$ cat src/rtl/recip_divider_pkg.sv
// recip_divider_pkg: FSM encoding, table limit and reciprocal numerator shared by the divider and its table
package recip_divider_pkg;
  typedef enum logic [2:0] {S_IDLE, S_LOOKUP, S_MULT, S_REM, S_FIX, S_DONE} state_t;
  localparam int LUT_M_MAX = 169;
  localparam logic [15:0] NUMER = 16'hFFFF;
  function automatic int msb_idx(input logic [31:0] v);
    int k;
    k = 0;
    for (int i = 0; i < 32; i++) if (v[i]) k = i;
    return k;
  endfunction
endpackage

$ cat src/rtl/recip_divider_lut.sv
// divisions_lut: floor((2^16-1)/m) for 1..M_MAX, 0 for unsupported divisors
module divisions_lut
  import recip_divider_pkg::*;
#(
  parameter int M_W   = 9,
  parameter int M_MAX = LUT_M_MAX
) (
  input  logic [M_W-1:0] m,
  output logic [15:0]    recip
);
  localparam int AW = $clog2(M_MAX + 1);
  logic [15:0] rom [0:M_MAX];
  for (genvar i = 0; i <= M_MAX; i++) begin : g_rom
    assign rom[i] = (i == 0) ? 16'd0 : 16'(NUMER / i);
  end
  assign recip = (m > M_W'(M_MAX)) ? 16'd0 : rom[AW'(m)];
endmodule

$ cat src/rtl/recip_divider.sv
// recip_divider: multi-cycle N/M via reciprocal multiply plus correction; DIV_POW2_BYPASS_EN shortcuts power-of-two divisors
module recip_divider
  import recip_divider_pkg::*;
#(
  parameter int N_W   = 16,
  parameter int M_W   = 9,
  parameter int M_MAX = LUT_M_MAX
) (
  input  logic           clk,
  input  logic           rst,
  input  logic           start,
  input  logic [N_W-1:0] N,
  input  logic [M_W-1:0] M,
  output logic           busy,
  output logic           done,
  output logic [N_W-1:0] quotient,
  output logic [M_W-1:0] remainder,
  output logic           err
);
  localparam int RW = N_W + 1;
  state_t state;
  logic [N_W-1:0] nr, q;
  logic [M_W-1:0] mr;
  logic [15:0] recip, lut_recip;
  logic [RW-1:0] r;
  logic [1:0] fix_n;
  logic bad, pow2;
  divisions_lut #(.M_W(M_W), .M_MAX(M_MAX)) u_lut (.m(mr), .recip(lut_recip));
  assign bad = (mr == '0) || (mr > M_W'(M_MAX));
`ifdef DIV_POW2_BYPASS_EN
  assign pow2 = !bad && ((mr & (mr - 1'b1)) == '0);
`else
  assign pow2 = 1'b0;
`endif
  always_ff @(posedge clk) begin
    if (rst) begin
      state     <= S_IDLE;
      busy      <= 1'b0;
      done      <= 1'b0;
      err       <= 1'b0;
      quotient  <= '0;
      remainder <= '0;
      nr        <= '0;
      mr        <= '0;
      recip     <= '0;
      q         <= '0;
      r         <= '0;
      fix_n     <= '0;
    end else begin
      done <= 1'b0;
      case (state)
        S_IDLE: if (start) begin
          nr    <= N;
          mr    <= M;
          busy  <= 1'b1;
          state <= S_LOOKUP;
        end
        S_LOOKUP: if (bad) begin
          err       <= 1'b1;
          quotient  <= '0;
          remainder <= '0;
          done      <= 1'b1;
          state     <= S_DONE;
        end else if (pow2) begin
          err       <= 1'b0;
          quotient  <= nr >> msb_idx(32'(mr));
          remainder <= M_W'(nr) & (mr - 1'b1);
          done      <= 1'b1;
          state     <= S_DONE;
        end else begin
          recip <= lut_recip;
          state <= S_MULT;
        end
        S_MULT: begin
          q     <= N_W'(({16'd0, nr} * {{N_W{1'b0}}, recip}) >> 16);
          fix_n <= '0;
          state <= S_REM;
        end
        S_REM: begin
          r     <= {1'b0, nr} - RW'({{M_W{1'b0}}, q} * {{N_W{1'b0}}, mr});
          state <= S_FIX;
        end
        // reciprocal underestimates, so at most three +1 corrections are ever needed
        S_FIX: if (r >= RW'(mr) && fix_n != 2'd3) begin
          q     <= q + 1'b1;
          r     <= r - RW'(mr);
          fix_n <= fix_n + 1'b1;
        end else begin
          quotient  <= q;
          remainder <= M_W'(r);
          err       <= 1'b0;
          done      <= 1'b1;
          state     <= S_DONE;
        end
        S_DONE: begin
          busy  <= 1'b0;
          state <= S_IDLE;
        end
        default: state <= S_IDLE;
      endcase
    end
  end
endmodule

$ cat config.mk
export PLATFORM = sky130hd
export DESIGN_NAME = recip_divider
export DESIGN_NICKNAME = d
export VERILOG_FILES = /design/src/rtl/recip_divider_pkg.sv /design/src/rtl/recip_divider_lut.sv /design/src/rtl/recip_divider.sv
export SDC_FILE = /design/constraint.sdc
export NUM_CORES = 1
export LEC_CHECK = 0
export CORE_MARGIN = 2
export CORE_UTILIZATION = 55
export CTS_BUF_LIST = sky130_fd_sc_hd__clkbuf_16
export CTS_CLUSTER_DIAMETER = 60
export DETAILED_ROUTE_END_ITERATION = 10
export PLACE_DENSITY = 0.71
export SETUP_SLACK_MARGIN = 0.2
export SLEW_MARGIN = 40
export SYNTH_ARGS = -nofsm -noshare
export SYNTH_HDL_FRONTEND = slang
export SYNTH_SLANG_ARGS = --single-unit
$ cat constraint.sdc
create_clock -name clk -period 7.46 [get_ports clk]
set_input_delay 0.746 -clock clk [delete_from_list [all_inputs] [get_ports clk]]
set_output_delay 0.746 -clock clk [all_outputs]
set_load 0.02 [all_outputs]
==> impl_metrics.yaml <==
route:
  vias: 16212
  routed_via_density: 6.01
  wl_um: 53600
  dr.pass1.iters: 5
  drt_iter0_drc: 1607
  drc: 0
  antenna_left: 0
  wire_per_inst_um: 19.9
worst_setup_path:
  cp_top_family: "adder cells"
  crit_chain: "nand2_1, fa_1, fa_1, fa_1, fa_1, inv_1, fa_1, inv_1, fa_1, inv_1, ha_1, a211oi_1, o21ai_0, a211oi_1, buf_4, o211ai_1, a41oi_1, nand2b_1, mux2i_1, a2111oi_2"
  critPathKind: "flop to flop"
  regToRegEndpoint: "q[15]$_SDFFE_PP0P_"
  cpMostUsedCell: "fa_1"
  cp_max_fo: 18
  crit_required_ns: 7.72
  cp-end-kind: "flop"
  crit_path_max_incr_delay_ns: 0.85
  startpoint_type: "flop"
  startpoint: "nr[10]$_SDFFE_PP0P_"
  cp_slowest_cell: "dfxtp_1"
  reg2reg_depth: 20
  rrSetupSlack_ns: 0.81
  cp.arrival_ns: 6.92
  r2r_start: "nr[10]$_SDFFE_PP0P_"
  path_buf_inv: 4
timing:
  final.setup.worst_slack_ns: 0.806
  timing.fmax_mhz: 150
  skew_ns: 0.0170
  rsz0062_at_grt: "no"
  hold_violations: 0
  post-route-period-util: 0.892
  tightest_slew_ns: 0.838
  slew_viol_final: 0
  max_slew_margin: 0.440
  period_minus_slack_ns: 6.65
  fin_setup_tns_ns: 0
  setup_viol: 0
synthesis:
  syn_avg_cell_area_um2: 8.12
  yosysWarnings: 0
  yosysTopAreaCellShare: 0.300
  synth_cell_types: 72
  synth_area_mm2: 0.0187
  synth_edf_count: 0
  synth-seq-cells: 107
  synth_area_leaders: "fa_1 (30%), dfxtp_1 (11%), ha_1 (10%)"
  synthesis.nets: 2762
  async_reset_ff_frac: 0
  synth.most_common_cell: "nand2_1"
  synthCells: 2301
  synth-seq-area-share: 0.115
  synth_largest_area_cell: "fa_1"
  synthFlopType: "dfxtp_1"
  synthTopCellsByCount: "nand2_1 (351), inv_1 (302), fa_1 (280), and2_1 (173), a21oi_1 (166)"
place:
  port_buffers: 55
  hpwl_um: 41200
  placed_area_mm2: 0.0194
  gp_congestion: 0.935
  dp_slack_ns: 0.855
floorplanning:
  coreArea_mm2: 0.0335
  die_w_um: 188
  initial_utilization: 0.557
  num_rows: 67
  die-area_mm2: 0.0355
  num_io_pins: 56
  dieHeight_um: 188
hold_path:
  min_from: "remainder[5]$_SDFFE_PP0P_"
  min_to: "remainder[5]$_SDFFE_PP0P_"
  worstHoldPathType: "flop to flop"
  holdPathStages: 2
clocking:
  postCtsSetupBuffers: 0
  clkSlewWorstSetupHoldPaths_ns: 0.09
  ctsHoldBuffers: 0
  cts_tree: "yes"
  cts.sinks: 107
  cts_resized: 0
  htreeDepth: 3
  cts_inserted_buffers: 9
  clock_path_buffers: 2
  cts_root_buffer: "clkbuf_16"
  clk_latency_ns: 0.38
power:
  power_density_mw_per_mm2: 274
  peakVddDrop_v: 0.000255
  p_leak_nw: 8.71
final_layout:
  syn_to_final_growth_pct: 5.82
  final_nets: 2705
  drive_gt1_frac: 0.0387
  postLayoutCellArea_mm2: 0.0198
  n_antenna_cell: 0
grt:
  overflow: 0
  grt_antenna_before_repair: 0
  groute.usage.overall: 0.314
  grt_pass1_vias: 16456
  grt_pass1_wl_um: 88400
  grt_max_degree: 101
status:
  outcome: "finished clean"
run:
  drv_cap: 0
-- sequential cells by signal, indices dropped and copies added (netlist names), 2 cells and up --
register / flops
r: 17
state: 3
mr: 9
remainder: 9
recip: 16
quotient: 16
fix_n: 2
q: 16
nr: 16
-- cells in the final DEF (no fill, tap or decap), drive strengths merged, types with 47 or more instances in the layout --
cell,synthesis,layout
nor2,98,98
clkdlybuf4s50,0,54
nand2,352,352
a21oi,166,166
fa,280,280
and2,174,174
o21ai,74,74
inv,305,308
dfxtp,107,107
ha,153,153
nand3,47,47
-- routing by layer --
| layer | GRT usage | wire (um) |
|---|---|---|
| met5 | 0 | 0 |
| met4 | 0.0883 | 1530 |
| met3 | 0.0471 | 4010 |
| met2 | 0.519 | 25200 |
| met1 | 0.431 | 22800 |
-- cell type report --
type                       count  area, um^2
fill                        3032       13800
inverter                     309        1160
clock buffer                   9         225
tap                          448         561
multi-input combinational   1736       14800
timing repair buffer          81         747
clock inverter                 7        98.8
sequential                   107        2150
-- where the power goes --
part / leakage [nW] / switching (mW) / internal [mW] / total [mW]
combinational: 7.68 / 2.38 / 1.40 / 3.78
sequential: 0.870 / 0.411 / 0.700 / 1.11
clock: 0.155 / 0.283 / 0.246 / 0.529
total: 8.71 / 3.08 / 2.35 / 5.42
-- how the worst max path moves through the flow --
stage	end	slack (ns)	cells after the start
2_1_floorplan	r[16]$_SDFFE_PP0P_	1.22	22
3_3_place_gp	q[10]$_SDFFE_PP0P_	1.0	20
3_5_place_dp	q[15]$_SDFFE_PP0P_	0.86	20
4_1_cts	q[15]$_SDFFE_PP0P_	0.84	20
5_1_grt	q[10]$_SDFFE_PP0P_	0.32	20
6_report	q[15]$_SDFFE_PP0P_	0.81	20
-- worst reg2reg max path, cell delays in order (launching register included) --
cell and delay (ns):
dfxtp_1 0.85, nand2_1 0.19, fa_1 0.55, fa_1 0.57, fa_1 0.44, fa_1 0.54, inv_1 0.05, fa_1 0.47
inv_1 0.05, fa_1 0.47, inv_1 0.04, ha_1 0.29, a211oi_1 0.31, o21ai_0 0.15, a211oi_1 0.22, buf_4 0.19
o211ai_1 0.14, a41oi_1 0.40, nand2b_1 0.19, mux2i_1 0.10, a2111oi_2 0.36
-- cell families after synthesis --
family	after synthesis	synth area share
muxes	20	0.0162
adders and majority gates	433	0.402
xor gates and xnor gates	50	0.0234
DFF	107	0.115
buffers and inverters	458	0.0929
AOI/OAI and AO/OA	439	0.148
and+or+nand+nor	794	0.203
-- metrics by stage --
| stage | instances | hold WS (ns) | power (mW) | util |
|---|---|---|---|---|
| 3_5_place_dp | 2681 | 0.446 | 4.77 | 0.580 |
| 3_3_place_gp | 2681 | 0.441 | 4.71 | 0.579 |
| 2_1_floorplan | 2301 | 0.450 | 3.64 | - |
| 4_1_cts | 2697 | 0.458 | 5.33 | 0.590 |
| 6_report | 2697 | 0.454 | 5.42 | 0.590 |
| 5_1_grt | 2697 | 0.472 | 5.86 | 0.590 |
(Power assumes the default switching activity.)
